File: src/rtl/lcd_text_writer_if.sv
// lcd_text_writer_if: frame-buffer writes, refresh control and controller handshake for lcd_text_writer
interface lcd_text_writer_if;
  logic       char_we;
  logic [4:0] char_addr;
  logic [7:0] char_data;
  logic       refresh;
  logic       auto_refresh;
  logic       busy;
  logic       lcd_enable;
  logic [9:0] lcd_bus;
  logic       frame_busy;
  logic       frame_done;
  logic       err;
  modport master (
    output char_we, char_addr, char_data, refresh, auto_refresh, busy,
    input  lcd_enable, lcd_bus, frame_busy, frame_done, err
  );
  modport slave (
    input  char_we, char_addr, char_data, refresh, auto_refresh, busy,
    output lcd_enable, lcd_bus, frame_busy, frame_done, err
  );
endinterface

File: src/rtl/lcd_text_writer.sv
// lcd_text_writer: 2x16 frame buffer streamed to the LCD controller as 34 busy-paced byte transactions
module lcd_text_writer #(
  parameter int         START_WAIT = 4,
  parameter int         HS_TIMEOUT = 8,
  parameter logic [6:0] ROW0_ADDR  = 7'h00,
  parameter logic [6:0] ROW1_ADDR  = 7'h40
) (
  input logic clk,
  input logic rst_n,
  lcd_text_writer_if.slave bus
);
  localparam int CW = $clog2(START_WAIT > HS_TIMEOUT ? START_WAIT : HS_TIMEOUT) + 1;
  typedef enum logic [2:0] {STARTUP, IDLE, ISSUE, WAIT_HI, WAIT_LO, DONE} state_t;
  state_t          state;
  logic [7:0]      mem [32];
  logic [5:0]      idx;
  logic [CW-1:0]   cnt;
  logic            pending;
  logic            lcd_enable;
  logic [9:0]      lcd_bus;
  logic            frame_busy;
  logic            frame_done;
  logic            err;
  logic [9:0]      word;
  assign bus.lcd_enable = lcd_enable;
  assign bus.lcd_bus    = lcd_bus;
  assign bus.frame_busy = frame_busy;
  assign bus.frame_done = frame_done;
  assign bus.err        = err;
  always_ff @(posedge clk)
    if (!rst_n)
      for (int i = 0; i < 32; i++) mem[i] <= 8'h20;
    else if (bus.char_we)
      mem[bus.char_addr] <= bus.char_data;
  // Row 1 characters sit two slots past their buffer index because of the two address commands
  always_comb
    word = (idx == 6'd0)  ? {3'b001, ROW0_ADDR} :
           (idx == 6'd17) ? {3'b001, ROW1_ADDR} :
           {2'b10, mem[idx < 6'd17 ? 5'(idx - 6'd1) : 5'(idx - 6'd2)]};
  always_ff @(posedge clk) begin
    if (!rst_n) begin
      state      <= STARTUP;
      idx        <= '0;
      cnt        <= '0;
      pending    <= 1'b0;
      lcd_enable <= 1'b0;
      lcd_bus    <= '0;
      frame_busy <= 1'b0;
      frame_done <= 1'b0;
      err        <= 1'b0;
    end else begin
      lcd_enable <= 1'b0;
      frame_done <= 1'b0;
      if (bus.refresh && frame_busy) pending <= 1'b1;
      case (state)
        STARTUP:
          if (cnt == CW'(START_WAIT - 1)) begin
            cnt   <= '0;
            state <= IDLE;
          end else cnt <= cnt + 1'b1;
        IDLE:
          if (bus.refresh || pending || bus.auto_refresh) begin
            frame_busy <= 1'b1;
            idx        <= '0;
            pending    <= 1'b0;
            state      <= ISSUE;
          end
        ISSUE:
          if (!bus.busy) begin
            lcd_bus    <= word;
            lcd_enable <= 1'b1;
            cnt        <= '0;
            state      <= WAIT_HI;
          end
        WAIT_HI:
          if (bus.busy) state <= WAIT_LO;
          else if (cnt == CW'(HS_TIMEOUT - 1)) begin
            err   <= 1'b1;
            state <= ISSUE;
          end else cnt <= cnt + 1'b1;
        WAIT_LO:
          if (!bus.busy) begin
            if (idx == 6'd33) state <= DONE;
            else begin
              idx   <= idx + 1'b1;
              state <= ISSUE;
            end
          end
        DONE: begin
          frame_done <= 1'b1;
          frame_busy <= 1'b0;
          state      <= IDLE;
        end
        default: state <= STARTUP;
      endcase
    end
  end
endmodule

File: src/flat_wrapper.sv
// flat-port wrapper written by rule: the top's interface ports become plain ports
module lcd_text_writer_flat 
#(
  parameter int         START_WAIT = 4,
  parameter int         HS_TIMEOUT = 8,
  parameter logic [6:0] ROW0_ADDR  = 7'h00,
  parameter logic [6:0] ROW1_ADDR  = 7'h40
)
  (clk, rst_n, bus_char_we, bus_char_addr, bus_char_data, bus_refresh, bus_auto_refresh, bus_busy, bus_lcd_enable, bus_lcd_bus, bus_frame_busy, bus_frame_done, bus_err);
  lcd_text_writer_if bus_i ();
  input logic clk;
  input logic rst_n;
  input wire logic [$bits(bus_i.char_we)-1:0] bus_char_we;
  input wire logic [$bits(bus_i.char_addr)-1:0] bus_char_addr;
  input wire logic [$bits(bus_i.char_data)-1:0] bus_char_data;
  input wire logic [$bits(bus_i.refresh)-1:0] bus_refresh;
  input wire logic [$bits(bus_i.auto_refresh)-1:0] bus_auto_refresh;
  input wire logic [$bits(bus_i.busy)-1:0] bus_busy;
  output wire logic [$bits(bus_i.lcd_enable)-1:0] bus_lcd_enable;
  output wire logic [$bits(bus_i.lcd_bus)-1:0] bus_lcd_bus;
  output wire logic [$bits(bus_i.frame_busy)-1:0] bus_frame_busy;
  output wire logic [$bits(bus_i.frame_done)-1:0] bus_frame_done;
  output wire logic [$bits(bus_i.err)-1:0] bus_err;
  assign bus_i.char_we = bus_char_we;
  assign bus_i.char_addr = bus_char_addr;
  assign bus_i.char_data = bus_char_data;
  assign bus_i.refresh = bus_refresh;
  assign bus_i.auto_refresh = bus_auto_refresh;
  assign bus_i.busy = bus_busy;
  assign bus_lcd_enable = bus_i.lcd_enable;
  assign bus_lcd_bus = bus_i.lcd_bus;
  assign bus_frame_busy = bus_i.frame_busy;
  assign bus_frame_done = bus_i.frame_done;
  assign bus_err = bus_i.err;
  lcd_text_writer #(.START_WAIT(START_WAIT), .HS_TIMEOUT(HS_TIMEOUT), .ROW0_ADDR(ROW0_ADDR), .ROW1_ADDR(ROW1_ADDR)) u_core (.clk(clk), .rst_n(rst_n), .bus(bus_i));
endmodule
File: config.mk
export PLATFORM = sky130hd
export DESIGN_NAME = lcd_text_writer_flat
export DESIGN_NICKNAME = d
export VERILOG_FILES = /design/src/rtl/lcd_text_writer_if.sv /design/src/rtl/lcd_text_writer.sv /design/src/flat_wrapper.sv
export SDC_FILE = /design/constraint.sdc
export NUM_CORES = 1
export LEC_CHECK = 0
export CORE_MARGIN = 1.5
export CORE_UTILIZATION = 50
export DETAILED_ROUTE_END_ITERATION = 8
export PLACE_DENSITY_LB_ADDON = 0.25
export REMOVE_ABC_BUFFERS = 1
export SLEW_MARGIN = 20
export SYNTH_ARGS = -nofsm -noshare
export SYNTH_HDL_FRONTEND = slang
export SYNTH_SLANG_ARGS = --single-unit
File: constraint.sdc
create_clock -name clk -period 3.9 [get_ports clk]
set_input_delay 0.975 -clock clk [delete_from_list [all_inputs] [get_ports clk]]
set_output_delay 0.975 -clock clk [all_outputs]
set_load 0.01 [all_outputs]
==> qor.yml, run 1 <==
run_status:
  status: "complete, no violations"
timing:
  fin_crit_sh: 0.9444
  tightest_slew_ps: 859.0
  slew_viol_final: 0
  slew_headroom: 0.4273
  setup_viol: 0
  setup_tns_ps: 0
  fin_skew_ps: 18.60
  fmax_ghz: 0.2715
  grt_setup_unrepaired: "false"
  finalHoldViolations: 0
  fin_crit_ps: 3683
critical_path:
  critical_path_depth: 11
  crit_path_top_delay_cell: "dfxtp_1"
  critical_path.cell_chain: "inv_1, ha_1, nor4b_4, buf_4, o21ai_4, buf_4, and3_1, a211oi_1, a311oi_1, nor3_1, o31ai_1"
  r2r_end: "u_core.bus.lcd_bus[2]"
  rr_worst_depth: 11
  crit_type: "flop to flop"
  cp-end-kind: "flop"
  path_max_fanout: 43
  path_buf_inv: 3
  max_stage_delay_ps: 530
  cp-startpoint: "u_core.idx[1]"
  cp.arrival_ps: 4180
  r2r-start: "u_core.idx[1]"
  cp_data_required_time_ps: 4400
  cp-start-kind: "flop"
  cp_common_cell: "buf_4"
  critPathTopFamily: "compound AO/OA/AOI/OAI gates"
  rrSetupSlack_ps: 220
  crit_end: "u_core.bus.lcd_bus[2]"
synth:
  synth_cell_types: 67
  synth_seq_cells: 283
  yosysWarnings: 0
  synthCells: 1308
  synth_seq_area_share: 0.5711
  ys.flop_type: "edfxtp_1"
  synth_async_sr_flop_share: 0
  synth_edf_count: 256
  syn_avg_cell_area_um2: 11.01
  synth.cell_area_mm2: 0.01441
power:
  power_density_mw_per_mm2: 442.6
  peakVddDrop_mv: 0.3603
  power_mw: 7.274
  p_leak_nw: 5.817
final_layout:
  final_cell_mix: "edfxtp_1 (256), and2_1 (231), nand2_1 (88), buf_4 (76), a211oi_1 (64)"
  nets: 1357
  fin_area_mm2: 0.01643
  syn_to_final_growth_pct: 14.07
  antenna-diode-count: 0
  layout-drive-gt1-share: 0.1226
  n_fill_cell: 2373
  layout_commonest_cell: "edfxtp_1"
cts:
  cts_root_buf: "clkbuf_16"
  cts.sinks: 283
  clock_path_buffers: 3
  hold_buffers: 0
  cts.clk_slew.worst_paths_ps: 70
  postCtsResizedCells: 0
  worstSkewPairLatency_ps: 590
  cts_buffers: 30
  tritoncts: "done"
  htree_levels: 1
  cts_setup_buffers: 0
global_routing:
  overflow: 0
  grt_pass1_wl_um: 62620
  grt_max_degree: 77
  track_usage: 0.2755
  antenna_found_initial: 1
  first_global_vias: 10205
floorplan:
  io_pins: 33
  core_area_mm2: 0.02809
  dieHeight_um: 172.8
  dieArea_mm2: 0.02984
  start_util: 0.5130
  die_w_um: 172.8
  fp-row-count: 61
route:
  antenna_left: 0
  routed_wirelength_um: 41660
  vias: 10707
  first_iter_violations: 1140
  drc: 0
  dr.pass1.iters: 9
  via_per_inst: 6.182
  wl_per_cell_um: 24.05
placement:
  io_buffers: 31
  place_area_mm2: 0.01531
  dp_hpwl_um: 27220
  gp_congestion: 0.9279
min_path:
  hp-start: "u_core.bus.err"
  hold_class: "flop to flop"
flow_run:
  maxCapViolations: 0
power breakdown:
| group | leakage, nW | switching, mW | internal, mW |
|---|---|---|---|
| clock | 0.543 | 1.26 | 1.95 |
| sequential | 2.67 | 0.104 | 3.47 |
| combinational | 2.60 | 0.310 | 0.173 |
metal layers:
metal	GRT usage	wire [µm]	vias to the layer above
li1	-	-	4845
met1	0.3710	16900	5187
met2	0.4575	19700	564
met3	0.03672	3367	111
met4	0.1029	1694	0
met5	0	0	-
state kept, by name, indices dropped and copies added, names as in the netlist:
register and cells:
u_core.bus.err 1, u_core.bus.frame_busy 1, u_core.pending 1, u_core.bus.frame_done 1, u_core.bus.lcd_bus 9, u_core.bus.lcd_enable 1, u_core.mem 256, u_core.state 3
u_core.idx 6, u_core.cnt 4
kinds of logic (layout without fill, tap and decap cells):
family | Yosys count | in the layout | synth area share
other | 1 | 1 | 0.0002603
and+or+nand+nor | 596 | 596 | 0.2302
buffers and inverters | 124 | 170 | 0.03508
muxes | 28 | 28 | 0.02744
xor gates and xnor gates | 6 | 6 | 0.003647
adders and majority gates | 8 | 8 | 0.006948
AOI/OAI and AO/OA | 262 | 262 | 0.1253
DFF | 283 | 283 | 0.5711
how the worst min path moves through the flow:
stage / slack (ps) / cells past startpoint / end
2_1_floorplan: 480 / 2 / u_core.bus.lcd_bus[1]
3_3_place_gp: 480 / 2 / u_core.bus.err
3_5_place_dp: 520 / 2 / u_core.bus.err
4_1_cts: 530 / 2 / u_core.bus.lcd_bus[2]
5_1_grt: 540 / 2 / u_core.bus.lcd_bus[4]
6_report: 520 / 2 / u_core.bus.err
through the flow:
step / hold slack [ps] / worst slack, ps / util / std cells
after global routing: 541.1 / 81.59 / 0.5851 / 1732
after global placement: 481.9 / 434.0 / 0.5452 / 1676
after CTS: 525.5 / 326.8 / 0.5851 / 1732
after detailed placement: 515.1 / 344.3 / 0.5452 / 1676
after floorplan: 479.2 / -2660 / - / 1190
final: 517.8 / 217.0 / 0.5851 / 1732
synthesized netlist by cell type, drive strengths merged (6+ instances only):
master | count | share of area
and2 | 231 | 0.10
dfxtp | 27 | 0.038
inv | 6 | 0.0016
ha | 8 | 0.0069
mux4 | 9 | 0.014
o21ai | 65 | 0.023
edfxtp | 256 | 0.53
or3 | 40 | 0.017
a311oi | 14 | 0.0085
buf | 25 | 0.0093
nor3 | 29 | 0.010
o31ai | 10 | 0.0052
and3 | 42 | 0.018
a211oi | 65 | 0.034
a22oi | 19 | 0.0099
o211ai | 13 | 0.0068
nand2 | 89 | 0.023
a21oi | 19 | 0.0076
nand3 | 35 | 0.012
a31oi | 17 | 0.0074
nand2b | 37 | 0.016
nor2b | 10 | 0.0043
nor2 | 62 | 0.017
clkbuf | 93 | 0.024
mux2i | 17 | 0.012
worst register-to-register path: stages, from the launching register on:
cell and delay [ps]:
dfxtp_1 530, inv_1 220, ha_1 330, nor4b_4 180, buf_4 220, o21ai_4 420
buf_4 500, and3_1 240, a211oi_1 50, a311oi_1 490, nor3_1 150, o31ai_1 280
layout make-up:
| type | count | area (µm²) | area share |
|---|---|---|---|
| multi-input combinational | 901 | 5723 | 0.3482 |
| inverter | 6 | 22.52 | 0.001370 |
| tap | 378 | 473.0 | 0.02878 |
| timing repair buffer | 108 | 865.8 | 0.05268 |
| clock buffer | 31 | 754.5 | 0.04591 |
| sequential | 283 | 8229 | 0.5007 |
| clock inverter | 25 | 366.6 | 0.02231 |
Power figures use the tool's default switching activity.
==> run 2: changes to the inputs <==
--- a/config.mk
+++ b/config.mk
@@ -5,12 +5,11 @@
 export SDC_FILE = /design/constraint.sdc
 export NUM_CORES = 1
 export LEC_CHECK = 0
-export CORE_MARGIN = 1.5
+export CORE_MARGIN = 3
 export CORE_UTILIZATION = 50
 export DETAILED_ROUTE_END_ITERATION = 8
 export PLACE_DENSITY_LB_ADDON = 0.25
 export REMOVE_ABC_BUFFERS = 1
-export SLEW_MARGIN = 20
 export SYNTH_ARGS = -nofsm -noshare
 export SYNTH_HDL_FRONTEND = slang
 export SYNTH_SLANG_ARGS = --single-unit
==> constraint.sdc (replaced) <==
create_clock -name clk -period 3.5 [get_ports clk]
set_input_delay 0.875 -clock clk [delete_from_list [all_inputs] [get_ports clk]]
set_output_delay 0.875 -clock clk [all_outputs]
set_load 0.01 [all_outputs]
==> qor.yml, run 2 (synthesized netlist as in run 1, its figures left out) <==
run_status:
  status: "complete, no violations"  # unchanged
floorplan:
  core_area_mm2: 0.02809  # unchanged
  fp-row-count: 61  # unchanged
  dieHeight_um: 175.8  # was 172.8 µm
  dieArea_mm2: 0.03089  # was 0.02984 mm²
  start_util: 0.5130  # unchanged
  io_pins: 33  # unchanged
  die_w_um: 175.8  # was 172.8 µm
route:
  drc: 0  # unchanged
  vias: 10869  # was 10.71k
  dr.pass1.iters: 7  # was 9
  routed_wirelength_um: 41750  # was 41660 µm
  via_per_inst: 6.254  # was 6.182
  wl_per_cell_um: 24.02  # was 24.05 µm
  first_iter_violations: 1337  # was 1140
  antenna_left: 0  # unchanged
cts:
  cts_root_buf: "clkbuf_16"  # unchanged
  cts.clk_slew.worst_paths_ps: 70  # about the same
  hold_buffers: 0  # unchanged
  cts_buffers: 30  # unchanged
  clock_path_buffers: 3  # unchanged
  postCtsResizedCells: 0  # unchanged
  worstSkewPairLatency_ps: 590  # about the same
  cts_setup_buffers: 0  # unchanged
  htree_levels: 1  # unchanged
  cts.sinks: 283  # unchanged
  tritoncts: "done"  # unchanged
global_routing:
  grt_max_degree: 77  # unchanged
  track_usage: 0.2704  # was 0.2755
  first_global_vias: 10566  # was 10.21k
  antenna_found_initial: 0  # was 1
  grt_pass1_wl_um: 64100  # was 62620 µm
  overflow: 0  # unchanged
flow_run:
  maxCapViolations: 0  # unchanged
timing:
  fin_skew_ps: 35.82  # was 18.60 ps
  finalHoldViolations: 0  # unchanged
  grt_setup_unrepaired: "false"  # unchanged
  fmax_ghz: 0.3114  # was 0.2715 GHz
  setup_viol: 0  # unchanged
  fin_crit_ps: 3211  # was 3683 ps
  tightest_slew_ps: 1013  # was 859.0 ps
  fin_crit_sh: 0.9175  # was 0.9444
  slew_viol_final: 0  # unchanged
  slew_headroom: 0.3245  # was 0.4273
critical_path:
  cp-end-kind: "flop"  # unchanged
  crit_type: "flop to flop"  # unchanged
  cp_data_required_time_ps: 3970  # was 4400 ps
  path_max_fanout: 9  # was 43
  rrSetupSlack_ps: 290  # was 220 ps
  cp.arrival_ps: 3680  # was 4180 ps
  cp-start-kind: "flop"  # unchanged
placement:
  io_buffers: 31  # unchanged
  dp_hpwl_um: 27830  # was 27220 µm
  gp_congestion: 0.9586  # was 0.9279
final_layout:
  antenna-diode-count: 0  # unchanged
  nets: 1364  # was 1357
  largest_reg_flops: 256  # unchanged
  top_register: "u_core.mem"  # unchanged
  layout_commonest_cell: "edfxtp_1"  # unchanged
  layout-drive-gt1-share: 0.1184  # was 0.1226
  utilization: 0.5845  # was 0.5851
  final_cell_mix: "edfxtp_1 (256), and2_1 (231), nand2_1 (88), buf_4 (80), a211oi_1 (64)"  # was edfxtp_1 (256), and2_1 (231), nand2_1 (88), buf_4 (76), a211oi_1 (64)
  reg_top3: "u_core.mem (256), u_core.bus.lcd_bus (9), u_core.idx (6)"  # unchanged
  syn_to_final_growth_pct: 13.94  # was 14.07%
power:
  power_mw: 7.706  # was 7.274 mW
  peakVddDrop_mv: 0.3850  # was 0.3603 mV
  power_density_mw_per_mm2: 469.4  # was 442.6 mW/mm²
  p_leak_nw: 5.795  # was 5.817 nW
min_path:
  hold_class: "flop to flop"  # unchanged
## run 2: path summary, 6_finish.rpt
check	from	end	cells past startpoint
hold / removal	u_core.bus.lcd_bus[4]	u_core.bus.lcd_bus[4]	2
hold reg to reg	u_core.bus.lcd_bus[4]	u_core.bus.lcd_bus[4]	2
setup / recovery	u_core.idx[1]	u_core.bus.lcd_bus[1]	9
setup reg to reg	u_core.idx[1]	u_core.bus.lcd_bus[1]	9
## run 2: where the power goes
part           total, mW  internal [mW]  switching (mW)
Sequential          3.99           3.87           0.118
Combinational      0.544          0.201           0.343
Clock               3.17           1.80            1.37
## run 2: per-layer routing
metal  track usage  vias up  share of wire
met2        0.4324      599           0.47
met4       0.09964        0          0.041
met1        0.3790     5291           0.40
li1              -     4863              -
met5             0        -              0
met3       0.03805      116          0.092
## run 2: area by class of cell
class	count	area [µm²]
fill	2319	11670
multi-input combinational	901	5723
inverter	6	22.52
tap	378	473.0
timing repair buffer	115	985.9
clock inverter	21	216.5
clock buffer	34	765.7
sequential	283	8229
## run 2: critical path, cell delays in order (launching register included)
cell and delay, ps:
dfxtp_1 310, inv_1 170, ha_1 200, or4b_4 570, nand3_1 160, nand3_1 360
nor3_1 630, o21ai_0 370, o211ai_1 210, o31ai_1 110
## run 2: per-stage QoR
step	hold WS, ps	std cells	setup slack, ps	setup TNS (ps)	area, µm²
floorplan	479.2	1190	-3060	-23130	13920
global placement	475.9	1683	424.8	0	15430
detailed placement	482.1	1683	366.3	0	15430
CTS	488.9	1738	398.0	0	16420
global route	516.4	1738	18.80	0	16420
finish	495.0	1738	288.6	0	16420
==> run 3: changes to the inputs <==
--- a/config.mk
+++ b/config.mk
@@ -10,6 +10,7 @@
 export DETAILED_ROUTE_END_ITERATION = 8
 export PLACE_DENSITY_LB_ADDON = 0.25
 export REMOVE_ABC_BUFFERS = 1
+export SLEW_MARGIN = 20
 export SYNTH_ARGS = -nofsm -noshare
 export SYNTH_HDL_FRONTEND = slang
 export SYNTH_SLANG_ARGS = --single-unit
==> results of run 3 <==
Same layout as run 2: the final DEF is identical, and so are final timing and power.
